===== src/rtl/char_stream_if.sv =====
// Character-stream handshake between a buffered source and its consumer.
// The slave modport is the char_stream_source side.
interface char_stream_if #(
    parameter int ADDR_W = 4
);
    logic              clear;
    logic              loadEn;
    logic [7:0]        loadChar;
    logic              start;
    logic              rdy;
    logic [7:0]        nextChar;
    logic              valid;
    logic              busy;
    logic              done;
    logic              full;
    logic [ADDR_W:0]   count;

    modport slave (
        input  clear, loadEn, loadChar, start, rdy,
        output nextChar, valid, busy, done, full, count
    );

    modport master (
        output clear, loadEn, loadChar, start, rdy,
        input  nextChar, valid, busy, done, full, count
    );
endinterface


===== src/rtl/char_stream_source.sv =====
// Buffered character transmitter: load up to DEPTH characters, then replay
// them in load order over a valid/rdy handshake, ending with a done pulse.
module char_stream_source #(
    parameter int DEPTH  = 16,
    parameter int ADDR_W = 4
) (
    input  logic           clk,
    input  logic           reset,
    char_stream_if.slave   bus
);
    typedef enum logic [1:0] {IDLE, SEND, FINISH} state_t;

    localparam logic [ADDR_W:0] FULL_CNT = (ADDR_W+1)'(DEPTH);
    localparam logic [ADDR_W:0] ONE      = (ADDR_W+1)'(1);

    state_t            state;
    logic [7:0]        mem [DEPTH];
    logic [ADDR_W-1:0] rptr;
    logic [ADDR_W:0]   count;
    logic [7:0]        next_char;
    logic              valid, busy, done;
    logic              full;
    logic              wr_en;

    assign full  = (count == FULL_CNT);
    // count doubles as the write pointer; clear takes priority over a load
    assign wr_en = !reset && (state == IDLE) && bus.loadEn && !bus.clear && !full;

    // Buffer storage is deliberately not reset
    always_ff @(posedge clk) begin
        if (wr_en)
            mem[count[ADDR_W-1:0]] <= bus.loadChar;
    end

    always_ff @(posedge clk) begin
        if (reset) begin
            state     <= IDLE;
            rptr      <= '0;
            count     <= '0;
            next_char <= 8'h00;
            valid     <= 1'b0;
            busy      <= 1'b0;
            done      <= 1'b0;
        end else begin
            case (state)
                IDLE: begin
                    next_char <= 8'h00;
                    valid     <= 1'b0;
                    busy      <= 1'b0;
                    done      <= 1'b0;
                    if (bus.clear)
                        count <= '0;
                    else if (wr_en)
                        count <= count + ONE;
                    if (bus.start) begin
                        busy <= 1'b1;
                        rptr <= '0;
                        if (!bus.clear && (count != '0 || wr_en)) begin
                            // A load in the start cycle may itself be character 0
                            state     <= SEND;
                            valid     <= 1'b1;
                            next_char <= (count == '0) ? bus.loadChar : mem[0];
                        end else begin
                            state <= FINISH;
                            done  <= 1'b1;
                        end
                    end
                end
                SEND: begin
                    if (bus.rdy) begin
                        if ({1'b0, rptr} == count - ONE) begin
                            state     <= FINISH;
                            valid     <= 1'b0;
                            next_char <= 8'h00;
                            done      <= 1'b1;
                        end else begin
                            rptr      <= rptr + 1'b1;
                            next_char <= mem[rptr + 1'b1];
                        end
                    end
                end
                FINISH: begin
                    state <= IDLE;
                    done  <= 1'b0;
                    busy  <= 1'b0;
                end
                default: state <= IDLE;
            endcase
        end
    end

    assign bus.nextChar = next_char;
    assign bus.valid    = valid;
    assign bus.busy     = busy;
    assign bus.done     = done;
    assign bus.full     = full;
    assign bus.count    = count;
endmodule


===== src/flat_wrapper.sv =====
// flat-port wrapper written by rule: the top's interface ports become plain ports
module char_stream_source_flat 
#(
    parameter int DEPTH  = 16,
    parameter int ADDR_W = 4
)
  (clk, reset, bus_clear, bus_loadEn, bus_loadChar, bus_start, bus_rdy, bus_nextChar, bus_valid, bus_busy, bus_done, bus_full, bus_count);
  char_stream_if #(.ADDR_W(ADDR_W)) bus_i ();
  input  logic clk;
  input  logic reset;
  input wire logic [$bits(bus_i.clear)-1:0] bus_clear;
  input wire logic [$bits(bus_i.loadEn)-1:0] bus_loadEn;
  input wire logic [$bits(bus_i.loadChar)-1:0] bus_loadChar;
  input wire logic [$bits(bus_i.start)-1:0] bus_start;
  input wire logic [$bits(bus_i.rdy)-1:0] bus_rdy;
  output wire logic [$bits(bus_i.nextChar)-1:0] bus_nextChar;
  output wire logic [$bits(bus_i.valid)-1:0] bus_valid;
  output wire logic [$bits(bus_i.busy)-1:0] bus_busy;
  output wire logic [$bits(bus_i.done)-1:0] bus_done;
  output wire logic [$bits(bus_i.full)-1:0] bus_full;
  output wire logic [$bits(bus_i.count)-1:0] bus_count;
  assign bus_i.clear = bus_clear;
  assign bus_i.loadEn = bus_loadEn;
  assign bus_i.loadChar = bus_loadChar;
  assign bus_i.start = bus_start;
  assign bus_i.rdy = bus_rdy;
  assign bus_nextChar = bus_i.nextChar;
  assign bus_valid = bus_i.valid;
  assign bus_busy = bus_i.busy;
  assign bus_done = bus_i.done;
  assign bus_full = bus_i.full;
  assign bus_count = bus_i.count;
  char_stream_source #(.DEPTH(DEPTH), .ADDR_W(ADDR_W)) u_core (.clk(clk), .reset(reset), .bus(bus_i));
endmodule

===== config.mk =====
export PLATFORM = sky130hd
export DESIGN_NAME = char_stream_source_flat
export DESIGN_NICKNAME = d
export VERILOG_FILES = /design/src/rtl/char_stream_if.sv /design/src/rtl/char_stream_source.sv /design/src/flat_wrapper.sv
export SDC_FILE = /design/constraint.sdc
export NUM_CORES = 1
export LEC_CHECK = 0
export ABC_AREA = 1
export CAP_MARGIN = 5
export CORE_AREA = 2 2 114 116
export DETAILED_ROUTE_END_ITERATION = 10
export DIE_AREA = 0 0 116 118
export PLACE_DENSITY = 0.72
export SKIP_CTS_REPAIR_TIMING = 1
export SLEW_MARGIN = 20
export SYNTH_ARGS = -nofsm -noshare
export SYNTH_HDL_FRONTEND = slang
export SYNTH_SLANG_ARGS = --single-unit

===== constraint.sdc =====
create_clock -name clk -period 5.8 [get_ports clk]
set_clock_uncertainty 0.2 [all_clocks]
set_input_delay 1.16 -clock clk [delete_from_list [all_inputs] [get_ports clk]]
set_output_delay 1.16 -clock clk [all_outputs]
set_load 0.01 [all_outputs]

; Word level (Yosys, flattened, before mapping)
; Memory sizes are Yosys's and may differ from the RTL's.
; Index checks and enable logic that the tools add are counted.
[totals]
register_bits = 22
ramBits = 128
in_bits = 14
out_inout_bits = 17
elab_cells = 72
n_memories = 1
[op_classes]
n_addsub = 3
n_eq_ne = 8
mux = 31
n_reduce_logical = 22
[memory_table]
columns = name, words, width, rd, rd_clocked_by_memory_dff, wr, line
row1 = u_core.mem, 16, 8, 2, 0, 1, char_stream_source.sv:17  ; logic [7:0] mem [DEPTH];
[ops]
columns = cell, count
row1 = two-way mux 8 bit, 5
row2 = one-hot mux 8 bit (2 select lines), 1
row3 = two-way mux 4 bit, 3
row4 = two-way mux 1 bit, 11
row5 = two-way mux 5 bit, 2
row6 = AND reduction 3 bit, 3
row7 = two-way mux 2 bit, 4
row8 = one-hot mux 4 bit (2 select lines), 1
row9 = "inequality test 2 bit, second input constant", 3
row10 = nonzero test 2 bit, 3
row11 = "adder 5 x 1 -> 5 bit, second input constant", 1
row12 = == test 4 x 5 -> 1 bit, 1
row13 = "== test 5 bit, second input constant", 1
row14 = logical AND 1 bit, 5
row15 = zero test 5 bit, 1
row16 = nonzero test 5 bit, 1
row17 = "subtractor 5 x 1 -> 5 bit, second input constant", 1
row18 = "adder 4 x 1 -> 4 bit, second input constant", 1
row19 = one-hot mux 1 bit (2 select lines), 2
row20 = one-hot mux 2 bit (2 select lines), 1
row21 = AND reduction 2 bit, 2
row22 = AND reduction 4 bit, 1
row23 = zero test 1 bit, 3
row24 = one-hot mux 1 bit (3 select lines), 1
row25 = 6 further kinds, 6

; Longest topological paths before layout
[logic_depth]
ltp_word = 10
ltp_mapped = 13
depth_no_buf = 13

; Worst setup path after synthesis
; Ideal clock, no wire load.
[synth_timing]
path_type = input to register
from = input reset
to = memory u_core.mem[12][0] (enable)
setup_ns = 0.383
arrival_ns = 2.275
required_ns = 5.217
setup_slack_ns = 2.942
stages = 6
n_path_buf = 1
path_cell_list = buf_2 > inv_2 > nand4_1 > inv_1 > nand2_1 > nor3_1
[synth_between]
elab_chain_len = 7
[synth_lines]
columns = item, line
row1 = "start, declared", flat_wrapper.sv:10  ; input logic reset;
row2 = zero test 1 bit, char_stream_source.sv:27  ; assign wr_en = !reset && (state == IDLE) && bus.loadEn && !bus.clear && !full;
row3 = logical AND 1 bit (4 in series), char_stream_source.sv:27
row4 = two-way mux 1 bit, char_stream_source.sv:31  ; if (wr_en)
row5 = two-way mux 1 bit (not written as such), char_stream_source.sv:32  ; mem[count[ADDR_W-1:0]] <= bus.loadChar;
row6 = "end, declared", char_stream_source.sv:17
; No other way between the ends.

; Worst setup path after layout
[layout_timing]
from = input reset
to = memory u_core.mem[10][4] (enable)
; Same word-level chain as after synthesis.

==> run metrics <==
register bit total from synthesis=150; number of buffers created by CTS=17; Iteration-0 DRC Markers=525; Leak=0.002862 uW; # IOs=31; maximum clock frequency=283.7 MHz; proportion of layout cells with a drive suffix above 1=9.078%; CTS tree=yes; filler instances=997; Die Footprint=13,690 um2; Detail Route Antenna Nets=0; area taken by multi-input logic gates=2091 um2; Area Overhead vs Synth=14.37%; initial antenna violation count=3; max incr delay on CP=0.63 ns; top cells by count, synth=nand2_1 (172), edfxtp_1 (128), nand3_1 (120); Critical path buffers and inverters=4; Max Cap Viol=0; GRT Util Overall=25.52%; most frequently used cell type in the post-synthesis netlist=nand2_1; Slew @ Worst Pin=1.057 ns; Clock Latency Late Sink=0.43 ns; Synth top area share=57.26%; largest net degree at the start of global routing=70; crit path max fanout=13; status=completed; final setup vio count=0; WP data required=5.66 ns; first-pass GRT wire length=25.70 mm; main area contributors after synthesis=edfxtp_1 (57%), nand2_1 (9.6%), nand3_1 (8.9%); post-route setup TNS=0 ns; Worst path slowest cell=nor2_1; routability cong.=0.9458; critical path, cell by cell=clkdlybuf4s50_1, inv_2, nand4_1, inv_1, nand2_1, inv_2, nand2_1, nor2_1; slew margin rel.=28.96%; Peak VDD IR=254.2 uV; vias in the first global route=4,817; Post-synth ARST share=0%; Starting Density=54.07%; Max H-tree Level=4; WHS Path Cells=2; synthesized area per cell=10.19 um2; register area=4285 um2; row count=41; Register-to-Register Path Depth=8; delay-heaviest family, CP=simple AND/OR/NAND/NOR gates; unique cell type count in the Yosys netlist=34; flop2flop setup slack=2.59 ns; Max Buffers Root-to-Sink=2; DRC=0; sequential-to-total area share from yosys stat=63.82%; Worst Path Arrival=3.39 ns; YS warnings=0; die height=118 um; EDFF count, synth=128; core box area=12,410 um2; pwr dens=393.4 nW/um2; critical path startpoint category=input port; Final period util=60.78%; Worst Hold Class=flop to flop; total number of vias=4,976; clk root buf=clkbuf_16; Stages on worst setup path=8; syn nets=683; diode count=0; Layout Nets=705; Port Buffers=30; ys flop type=edfxtp_1; Setup WS post-layout=2.275 ns; Reg clk slew, reported paths=0.06 ns; area leader, netlist=edfxtp_1; final WL=16.76 mm; synthesized cell area=6713 um2; critical path class=input port to flop; Num Clock Sinks=150; Critical Path End Type=flop; chip width=116 um; worst slack at placement=1.923 ns; final hold viol count=0; HPWL after detailed placement=10.67 mm; post-DR vias/cell=5.746; Gate Count Post-Synth=659; max-slew violations=0; Initial DRT Pass Iterations=6; grt total ovfl=0; post-DR wirelength/cell=19.35 um; unrepaired setup endpoints after global routing=false; Min Clock Period, post-route=3.525 ns
## cell type report
class	instances	share of cell area, %
Multi-Input combinational cell	432	27.23
Timing Repair Buffer	35	4.400
Sequential cell	150	55.82
Clock buffer	18	5.590
Inverter	45	2.216
Tap cell	172	2.803
Clock inverter	14	1.939
## worst register-to-register path: stages (launching register included)
cell      delay [ns]
dfxtp_2         0.32
buf_4           0.56
clkinv_2        0.96
o21ai_0         0.58
nand3_1         0.14
nand3_1         0.12
nand2_1         0.09
nand2_1         0.07
a21oi_1         0.05
## cells in the final DEF, fill, tap and decap left out, types with 2 or more instances in the layout
master,count
clkinv_1,2
clkdlybuf4s50_1,30
dfxtp_1,21
nand4_1,12
nor3_1,3
inv_1,33
o21ai_1,12
nor2_1,46
nor2_4,2
inv_2,9
nand3_1,120
bufinv_16,2
nand3_2,2
clkbuf_16,17
clkinv_2,4
clkinv_4,2
nand2_4,2
buf_4,5
a21oi_1,16
ha_1,10
edfxtp_1,128
nand2_1,172
inv_6,3
clkinvlp_4,4
o21ai_0,16
nand2_2,3
xor2_1,5
## per-stage QoR
step | util [%] | hold WS [ns] | power [uW] | instances | cell area, um2
after global routing | 61.84 | 0.2908 | 3145 | 866 | 7677
after global placement | 57.14 | 0.2671 | 1928 | 834 | 7093
after detailed placement | 57.14 | 0.2652 | 1942 | 834 | 7093
after CTS | 61.79 | 0.2768 | 3012 | 866 | 7671
after floorplan | - | 0.2811 | 1731 | 659 | 6713
final | 61.84 | 0.2830 | 3020 | 866 | 7677
## routing by layer
| metal | up-vias | part of all wire [%] | global-route usage (%) |
|---|---|---|---|
| li1 | 2304 | - | - |
| met1 | 2369 | 38 | 32.10 |
| met2 | 251 | 49 | 41.26 |
| met5 | - | 0.078 | 0 |
| met4 | 2 | 3.7 | 11.38 |
| met3 | 50 | 9.6 | 6.746 |
## sequential cells by signal, indices dropped and copies added, names as in the netlist
| signal | cells |
|---|---|
| u_core.mem | 128 |
| u_core.bus.nextChar | 8 |
| u_core.rptr | 4 |
| u_core.bus.count | 5 |
| u_core.bus.valid | 1 |
| u_core.bus.done | 1 |
| u_core.state | 2 |
| u_core.bus.busy | 1 |
## cells by family after synthesis
kind of cell / Yosys count / share of synthesized area [%]
and+or+nand+nor: 368 / 24.46
DFF: 150 / 63.82
buffers and inverters: 77 / 5.107
AOI/OAI and AO/OA: 48 / 3.859
adders and majority gates: 10 / 1.864
xor gates and xnor gates: 6 / 0.8947
## final timing paths
path,startpoint,to
setup reg to reg,u_core.rptr[0],u_core.bus.nextChar[6]
hold / removal,u_core.bus.done,u_core.bus.done
hold reg to reg,u_core.bus.done,u_core.bus.done
setup / recovery,reset,u_core.mem[10][4]
## report_power, final
group	internal, uW	switching (uW)	total, uW
clock network	635	446	1080
logic	240	445	685
registers	1220	33.7	1250
No activity file was read; power rests on OpenSTA's default activity.
